## src/rtl/int_pkg.sv

```systemverilog
// -----------------------------------------------------------------------------
// int_pkg
// Shared definitions for the six-source priority interrupt controller:
// source count, the "nothing in service" index, the handshake FSM state type
// and a helper that turns a source index into its one-hot vector.
// -----------------------------------------------------------------------------
package int_pkg;

   localparam int NUM_SRC = 6;

   // Index value meaning "no source"; larger than any real index, so a
   // plain less-than against it always succeeds.
   localparam logic [2:0] NO_ISR = 3'd7;

   typedef enum logic [0:0] {
      IDLE   = 1'b0,
      ASSERT = 1'b1
   } irq_state_e;

   // One-hot value of a source index; indices 6 and 7 map to all-zero.
   function automatic logic [5:0] onehot6(input logic [2:0] idx);
      logic [5:0] oh;
      case (idx)
         3'd0:    oh = 6'b000001;
         3'd1:    oh = 6'b000010;
         3'd2:    oh = 6'b000100;
         3'd3:    oh = 6'b001000;
         3'd4:    oh = 6'b010000;
         3'd5:    oh = 6'b100000;
         default: oh = 6'b000000;
      endcase
      return oh;
   endfunction

endpackage

```

## src/rtl/prio_enc6.sv

```systemverilog
// -----------------------------------------------------------------------------
// prio_enc6
// Six-input priority encoder; bit 0 has the highest priority.
// Ports:
//   vec   in  6  request vector
//   valid out 1  at least one bit of vec is set
//   idx   out 3  index of the lowest set bit, NO_ISR (7) when vec is zero
// -----------------------------------------------------------------------------
module prio_enc6
   import int_pkg::*;
(
   input  logic [5:0] vec,
   output logic       valid,
   output logic [2:0] idx
);

   // Scan from the lowest-priority bit down so the last hit is the winner.
   always_comb begin
      idx   = NO_ISR;
      valid = 1'b0;
      for (int i = NUM_SRC - 1; i >= 0; i--) begin
         if (vec[i]) begin
            idx   = i[2:0];
            valid = 1'b1;
         end else begin
            idx   = idx;
            valid = valid;
         end
      end
   end

endmodule

```

## src/rtl/int_prio_ctrl.sv

```systemverilog
// -----------------------------------------------------------------------------
// int_prio_ctrl
// Six-source priority interrupt controller with edge/level request capture,
// per-source enables, a one-at-a-time request/acknowledge handshake to the
// CPU and preemptive nesting of in-service interrupts.
// Ports:
//   sys_clk    in  1  system clock, rising edge
//   reset      in  1  asynchronous active-low reset
//   irq_in     in  6  raw device requests (synchronous to sys_clk)
//   edge_sel   in  6  1 = rising-edge triggered, 0 = level triggered
//   irq_en     in  6  per-source enable
//   int_ack    in  1  CPU acknowledge of the presented request (pulse)
//   ISR_clr    in  1  end-of-interrupt (pulse)
//   intr       out 6  registered one-hot request to the CPU
//   isr_num    out 3  highest-priority in-service index, 7 when none
//   in_service out 6  in-service register
//   pending    out 6  pending register before masking
// -----------------------------------------------------------------------------
module int_prio_ctrl
   import int_pkg::*;
(
   input  logic       sys_clk,
   input  logic       reset,
   input  logic [5:0] irq_in,
   input  logic [5:0] edge_sel,
   input  logic [5:0] irq_en,
   input  logic       int_ack,
   input  logic       ISR_clr,
   output logic [5:0] intr,
   output logic [2:0] isr_num,
   output logic [5:0] in_service,
   output logic [5:0] pending
);

   irq_state_e state_r;
   irq_state_e state_n_s;
   logic [5:0] irq_d_r;
   logic [5:0] pend_r;
   logic [5:0] pend_n_s;
   logic [5:0] isr_r;
   logic [5:0] isr_n_s;
   logic [2:0] isr_num_r;
   logic [5:0] intr_r;
   logic [5:0] intr_n_s;

   logic [5:0] cand_vec_s;
   logic       cand_valid_s;
   logic [2:0] cand_idx_s;
   logic       cand_elig_s;
   logic [5:0] ack_hit_s;
   logic [5:0] eoi_mask_s;
   logic [5:0] rise_s;
   logic       isr_valid_n_s;
   logic [2:0] isr_idx_n_s;
   logic [2:0] isr_num_n_s;

   assign cand_vec_s = pend_r & irq_en;
   assign rise_s     = irq_in & ~irq_d_r;

   prio_enc6 u_cand_enc (
      .vec   (cand_vec_s),
      .valid (cand_valid_s),
      .idx   (cand_idx_s)
   );

   // isr_num is registered, so the encoder looks at the next in-service value.
   prio_enc6 u_isr_enc (
      .vec   (isr_n_s),
      .valid (isr_valid_n_s),
      .idx   (isr_idx_n_s)
   );

   assign isr_num_n_s = isr_valid_n_s ? isr_idx_n_s : NO_ISR;

   // With nothing in service isr_num_r is 7, so any real candidate qualifies;
   // otherwise only a strictly higher-priority source may nest.
   assign cand_elig_s = cand_valid_s && (cand_idx_s < isr_num_r);

   // Handshake FSM next state and the presented request vector.
   always_comb begin
      state_n_s = state_r;
      intr_n_s  = intr_r;
      ack_hit_s = 6'b000000;
      case (state_r)
         IDLE: begin
            if (cand_elig_s) begin
               intr_n_s  = onehot6(cand_idx_s);
               state_n_s = ASSERT;
            end else begin
               intr_n_s  = 6'b000000;
               state_n_s = IDLE;
            end
         end
         ASSERT: begin
            // intr stays frozen until the CPU acknowledges it.
            if (int_ack) begin
               ack_hit_s = intr_r;
               intr_n_s  = 6'b000000;
               state_n_s = IDLE;
            end else begin
               intr_n_s  = intr_r;
               state_n_s = ASSERT;
            end
         end
         default: begin
            intr_n_s  = 6'b000000;
            state_n_s = IDLE;
         end
      endcase
   end

   // In-service update: EOI removes the old highest-priority bit, the ack adds
   // the presented bit; the two never collide because the ack'd index is
   // strictly above the old isr_num in priority.
   always_comb begin
      eoi_mask_s = 6'b000000;
      if (ISR_clr) begin
         eoi_mask_s = onehot6(isr_num_r);
      end else begin
         eoi_mask_s = 6'b000000;
      end
      isr_n_s = (isr_r | ack_hit_s) & ~eoi_mask_s;
   end

   // Pending capture: edge sources latch a rising edge (which beats a
   // same-cycle ack clear), level sources simply follow irq_in.
   always_comb begin
      pend_n_s = 6'b000000;
      for (int i = 0; i < NUM_SRC; i++) begin
         if (edge_sel[i]) begin
            pend_n_s[i] = rise_s[i] | (pend_r[i] & ~ack_hit_s[i]);
         end else begin
            pend_n_s[i] = irq_in[i];
         end
      end
   end

   // State and output registers.
   always_ff @(posedge sys_clk or negedge reset) begin
      if (!reset) begin
         state_r   <= IDLE;
         irq_d_r   <= 6'b000000;
         pend_r    <= 6'b000000;
         isr_r     <= 6'b000000;
         isr_num_r <= NO_ISR;
         intr_r    <= 6'b000000;
      end else begin
         state_r   <= state_n_s;
         irq_d_r   <= irq_in;
         pend_r    <= pend_n_s;
         isr_r     <= isr_n_s;
         isr_num_r <= isr_num_n_s;
         intr_r    <= intr_n_s;
      end
   end

   assign intr       = intr_r;
   assign isr_num    = isr_num_r;
   assign in_service = isr_r;
   assign pending    = pend_r;

endmodule

```

## config.mk

```make
export PLATFORM = sky130hd
export DESIGN_NAME = int_prio_ctrl
export DESIGN_NICKNAME = d
export VERILOG_FILES = /design/src/rtl/int_pkg.sv /design/src/rtl/prio_enc6.sv /design/src/rtl/int_prio_ctrl.sv
export SDC_FILE = /design/constraint.sdc
export NUM_CORES = 1
export LEC_CHECK = 0
export CAP_MARGIN = 15
export CORE_ASPECT_RATIO = 1.75
export CORE_MARGIN = 10
export CORE_UTILIZATION = 44
export DETAILED_ROUTE_END_ITERATION = 10
export PLACE_DENSITY = 0.78
export SLEW_MARGIN = 20
export SYNTH_ARGS = -nofsm -noshare
export SYNTH_HDL_FRONTEND = slang
export SYNTH_HIERARCHICAL = 1
export SYNTH_SLANG_ARGS = --single-unit
export TNS_END_PERCENT = 30
```

## constraint.sdc

```tcl
create_clock -name sys_clk -period 2.1 [get_ports sys_clk]
set_input_delay 0.42 -clock sys_clk [delete_from_list [all_inputs] [get_ports sys_clk]]
set_output_delay 0.42 -clock sys_clk [all_outputs]
set_load 0.05 [all_outputs]
```

Word-level counts from Yosys, hierarchy flattened

Cells that the tools add are included.

Bits in registers: 28
Word-level logic and storage cells: 88

Magnitude comparators: 1
Muxes and demuxes: 42
Bitwise operators: 25
Equality and inequality tests: 11
Reduce and logical (&&, ||, !) cells: 3

Operators by type and width:

| cell               | number |
|---|---|
| $pmux 6 s6         | 2 |
| $mux 6             | 5 |
| $mux 3             | 9 |
| $mux 1             | 20 |
| $and 6x6->6        | 3 |
| $eq 3x2->1 const B | 4 |
| $eq 3x3->1 const B | 4 |
| $not 6->6          | 2 |
| $pmux 6 s2         | 1 |
| $mux 2             | 4 |
| $not 1->1          | 7 |
| $and 1x1->1        | 6 |
| $eq 3x1->1 const B | 2 |
| $logic_not 3->1    | 2 |
| $or 1x1->1         | 6 |
| $or 6x6->6         | 1 |
| $lt 3x3->1         | 1 |
| $ne 2x2->1 const B | 1 |
| $pmux 1 s2         | 1 |
| $logic_and 1x1->1  | 1 |

Longest topological paths before layout

Depth in word-level cells: 12
Depth in mapped cells: 7
Gate-level depth less buffers: 7

Cells and area by module

The synthesis kept the hierarchy.

Modules (own cells, without submodules):

| module        | cells each | sequential area each (um2) | area an instance (um2) | instances |
|---|---|---|---|---|
| int_prio_ctrl | 99         | 704.4                      | 1133.6                 | 1 |
| prio_enc6     | 8          | 0.0                        | 48.8                   | 2 |

Worst setup path after synthesis

Ideal clock, no wire load.

Path kind: reg-to-reg
Start point: reg pend_r[1] (netlist: pending[1])
End point: reg intr_r[4] (netlist: intr[4])
Data required time: 1978 ps
Setup slack: -66 ps
Path buffers: 0
Setup time: 122 ps
Clock period less this slack: 2166 ps
Cell stages (with the launch flop): 7
Data arrival time: 2044 ps
Cell sequence: dfrtp_1 > and2_1 > inv_1 > a221oi_1 > nor3b_2 > o211a_1 > a32o_1

Cells in the longest elaborated chain, start to end: 7
Elaborated cells between the ends (all ways): 16
Those cells by class: order compare (1); eq/ne (5); mux (7); bitwise (1); reduce/logical (2)

RTL lines:

| element                                                | line                               | RTL |
|---|---|---|
| from (decl)                                            | int_prio_ctrl.sv:38                | `logic [5:0] pend_r;` |
| from (signal assigned)                                 | int_prio_ctrl.sv:150               | `pend_r <= pend_n_s;` |
| $and 6x6->6 *                                          | int_prio_ctrl.sv:57                | `assign cand_vec_s = pend_r & irq_en;` |
| named net cand_vec_s[1]                                | int_prio_ctrl.sv:46                | `logic [5:0] cand_vec_s;` |
| $mux 3 * (2 in a row)                                  | prio_enc6.sv:22                    | `if (vec[i]) begin` |
| named net cand_idx_s[0]                                | int_prio_ctrl.sv:48                | `logic [2:0] cand_idx_s;` |
| $eq 3x3->1, or another cell as far along               | int_pkg.sv:23                      | `case (idx)` |
| $pmux 6 s6 / $logic_and 1x1->1 (equally long branches) | int_pkg.sv:23, int_prio_ctrl.sv:77 |  |
| $mux 6 *                                               | int_prio_ctrl.sv:86                | `if (cand_elig_s) begin` |
| $pmux 6 s2 *                                           | int_prio_ctrl.sv:84                | `case (state_r)` |
| to (signal assigned)                                   | int_prio_ctrl.sv:153               | `intr_r <= intr_n_s;` |
| to (decl)                                              | int_prio_ctrl.sv:43                | `logic [5:0] intr_r;` |

The timed path passes the listed nets; every way through them passes the cells marked *.
A chain may end at the register's enable or synchronous reset.

Final worst setup path

Start point: in irq_en[4]
End point: reg intr_r[5] (netlist: intr[5])

Cells in the longest elaborated chain, start to end: 10
Elaborated cells between the ends (all ways): 22
Those cells by class: order compare (1); eq/ne (5); mux (13); bitwise (1); reduce/logical (2)

RTL lines:

| element                                                | line                               | RTL |
|---|---|---|
| from (decl)                                            | int_prio_ctrl.sv:26                | `input logic [5:0] irq_en,` |
| $and 6x6->6 *                                          | int_prio_ctrl.sv:57                |  |
| named net cand_vec_s[4]                                | int_prio_ctrl.sv:46                |  |
| $mux 2 *                                               | prio_enc6.sv:22                    |  |
| $mux 3 * (4 in a row)                                  | prio_enc6.sv:22                    |  |
| named net cand_idx_s[1]                                | int_prio_ctrl.sv:48                |  |
| $eq 3x3->1, or another cell as far along               | int_pkg.sv:23                      |  |
| $pmux 6 s6 / $logic_and 1x1->1 (equally long branches) | int_pkg.sv:23, int_prio_ctrl.sv:77 |  |
| $mux 6 *                                               | int_prio_ctrl.sv:86                |  |
| $pmux 6 s2 *                                           | int_prio_ctrl.sv:84                |  |

Marked as above.

==> flow_summary.ini <==
[global_routing]
grt_antenna_before_repair = 0
grt_max_degree = 29
grt_pass1_vias = 1158
grt_overflow = 0
grt_usage = 0.130
grt_pass1_wl_um = 5550

[cts]
cts.sinks = 28
cts_tree = built
clk_latency_ns = 0.28
htreeDepth = 1
cts_root_buf = clkbuf_8
clock_path_buffers = 2
cts_setup_buffers = 0
clk_pin_slew_ns = 0.09
cts_made_buffers = 3

[worst_setup_path]
endpoint_kind = register
path_class = in2reg
crit_fanout = 4
cp.required_ns = 2.27
reg2reg_depth = 6
cp_data_arrival_time_ns = 2.22
cp-start-kind = input pin

[detailed_routing]
wl_per_cell_um = 17.1
via_per_inst = 5.54
first_pass_iters = 5
drc = 0
antenna_left = 0
postRouteWirelength_um = 3430
drt_iter0_markers = 36
vias = 1107

[placed_design]
port_buffers = 42
gp_congestion = 0.800
dp_hpwl_um = 2750

[floorplanning]
die_y_um = 90.0
die_width_um = 60.0
core-area_um2 = 2690
dieArea_um2 = 5400
start_util = 0.458
num_rows = 25
io_pins = 43

[synthesis]
synth_area_per_cell_um2 = 10.7
synth_top_area_share = 0.508
syn_nets = 139
synthArstFlopShare = 1.00
synth_edf_count = 0
synth_area_leaders = dfrtp_1 (51%), dfstp_2 (6.4%), nand2_1 (5.8%)
synth.largest_area_cell = dfrtp_1
ys_types = 23
synth_cells = 115
ys.flop_type = dfrtp_1
yosysMostFrequentCell = dfrtp_1
syn_area_um2 = 1230
synth_common_cells = dfrtp_1 (25), nand2_1 (19), a21oi_1 (8), and2_1 (8)
synth-seq-cells = 28
ys_warn_count = 6
ys_seq_area_frac = 0.572

[sta]
slew_headroom = 0.657
final-setup-viol-count = 0
grt_setup_unrepaired = true
period_needed_ns = 2.05
clock_skew_ns = 0.00641
hold_viol_final = 0
fin_hold_ws_ns = 0.505
worst_pin_slew_ns = 0.512
post-route-period-util = 0.977
fmax_mhz = 488
drv_slew = 0

[cells_and_area]
diodes = 0
syn_to_final_growth_pct = 50.0
final_util = 0.687
nets = 198
drive_gt1_frac = 0.202

[hold_path]
hold_class = in2async

[power]
power.density_nw_per_um2 = 1310
pwr-share-clk = 0.139
p_sw_frac = 0.437
ir_drop_uv = 896
seqPwrFrac = 0.332
p_comb_frac = 0.528
p_switching_mw = 1.05
leakagePower_nw = 0.819
p_int_mw = 1.36

[outcome]
status = complete, no violations

[job]
max_cap_violations = 0
-- stage by stage --
step / cell area, µm² / TNS [ns] / std cells / power [mW] / setup slack, ns
5_1_grt: 1850 / -0.0337 / 200 / 2.56 / -0.0291
4_1_cts: 1840 / 0 / 200 / 2.41 / 0.0146
2_1_floorplan: 1240 / 0 / 115 / 1.58 / 0.0121
6_report: 1850 / 0 / 200 / 2.41 / 0.0488
3_5_place_dp: 1780 / -1.85 / 196 / 2.07 / -0.320
3_3_place_gp: 1780 / -1.26 / 196 / 2.04 / -0.221
-- worst paths after layout --
check                                start  slack, ns    endpoint
worst min register to register  pending[1]       0.54  pending[1]
min in group sys_clk            pending[1]       0.54  pending[1]
worst max register to register  pending[3]       0.17     intr[5]
max in group asynchronous            reset       1.29  isr_num[2]
worst max-delay path             irq_en[4]       0.05     intr[5]
worst min-delay path                 reset       0.50  irq_d_r[2]
-- sequential cells by signal, summed over array words and instances, names as in the netlist --
signal and count:
intr 6, in_service 6, pending 6, state_r 1, irq_d_r 6, isr_num 3
-- power by group through the flow --
stage                     clock network [mW]  logic [mW]  registers [mW]
after floorplan                            0       0.396            1.18
after global placement                     0        1.23           0.809
after detailed placement                   0        1.26           0.810
after CTS                              0.335        1.27           0.802
after global routing                   0.357        1.38           0.824
final                                  0.336        1.27           0.802
-- cell type report --
cell class | instances | area [µm²]
repair buffers | 55 | 510
flip-flops and latches | 28 | 709
inverters | 7 | 26.3
fillers | 213 | 843
multi-input cells | 79 | 512
clock buffers | 4 | 55.1
well taps | 27 | 33.8
-- worst max-delay path, cell delays in order --
cell             delay (ns)
clkdlybuf4s50_1        0.46
and2_4                 0.14
nor2_1                 0.05
o31a_1                 0.25
ha_1                   0.29
o21ai_2                0.08
o211a_1                0.25
a32o_1                 0.27
-- metal layers --
layer  track usage  vias up  part of all wire  wire length [µm]
met5             0        -                 0                 0
met2         0.221       42              0.53              1830
met1         0.135      537              0.36              1250
met3        0.0423        7             0.078               266
met4        0.0639        0             0.026                90
li1              -      521                 -                 -
-- timing repair --
item,in CTS,in global routing
endpoints found under the setup margin,4,6
pin swaps,1,3
hold buffers,0,0
resized for setup,2,2
-- placed cells by master (no fill, tap or decap), drive strengths merged, types with 3 or more instances in the layout --
| cell | netlist | final |
|---|---|---|
| clkdlybuf4s50 | 0 | 39 |
| dfrtp | 25 | 25 |
| nand2 | 19 | 19 |
| buf | 1 | 16 |
| a21oi | 8 | 8 |
| and2 | 8 | 8 |
| inv | 7 | 7 |
| a32o | 7 | 7 |
| nor2 | 7 | 7 |
| o21ai | 5 | 5 |
| nand2b | 4 | 4 |
| clkbuf | 0 | 4 |
| nor2b | 3 | 3 |
| dfstp | 3 | 3 |
-- cell families after synthesis --
family	after synthesis	share of synthesized area
adder cells (fa/ha/maj)	2	0.0203
AO/OA/AOI/OAI	30	0.180
buffers and inverters	8	0.0254
AND/OR/NAND/NOR	47	0.202
flip-flops	28	0.572
(Power assumes the default switching activity.)
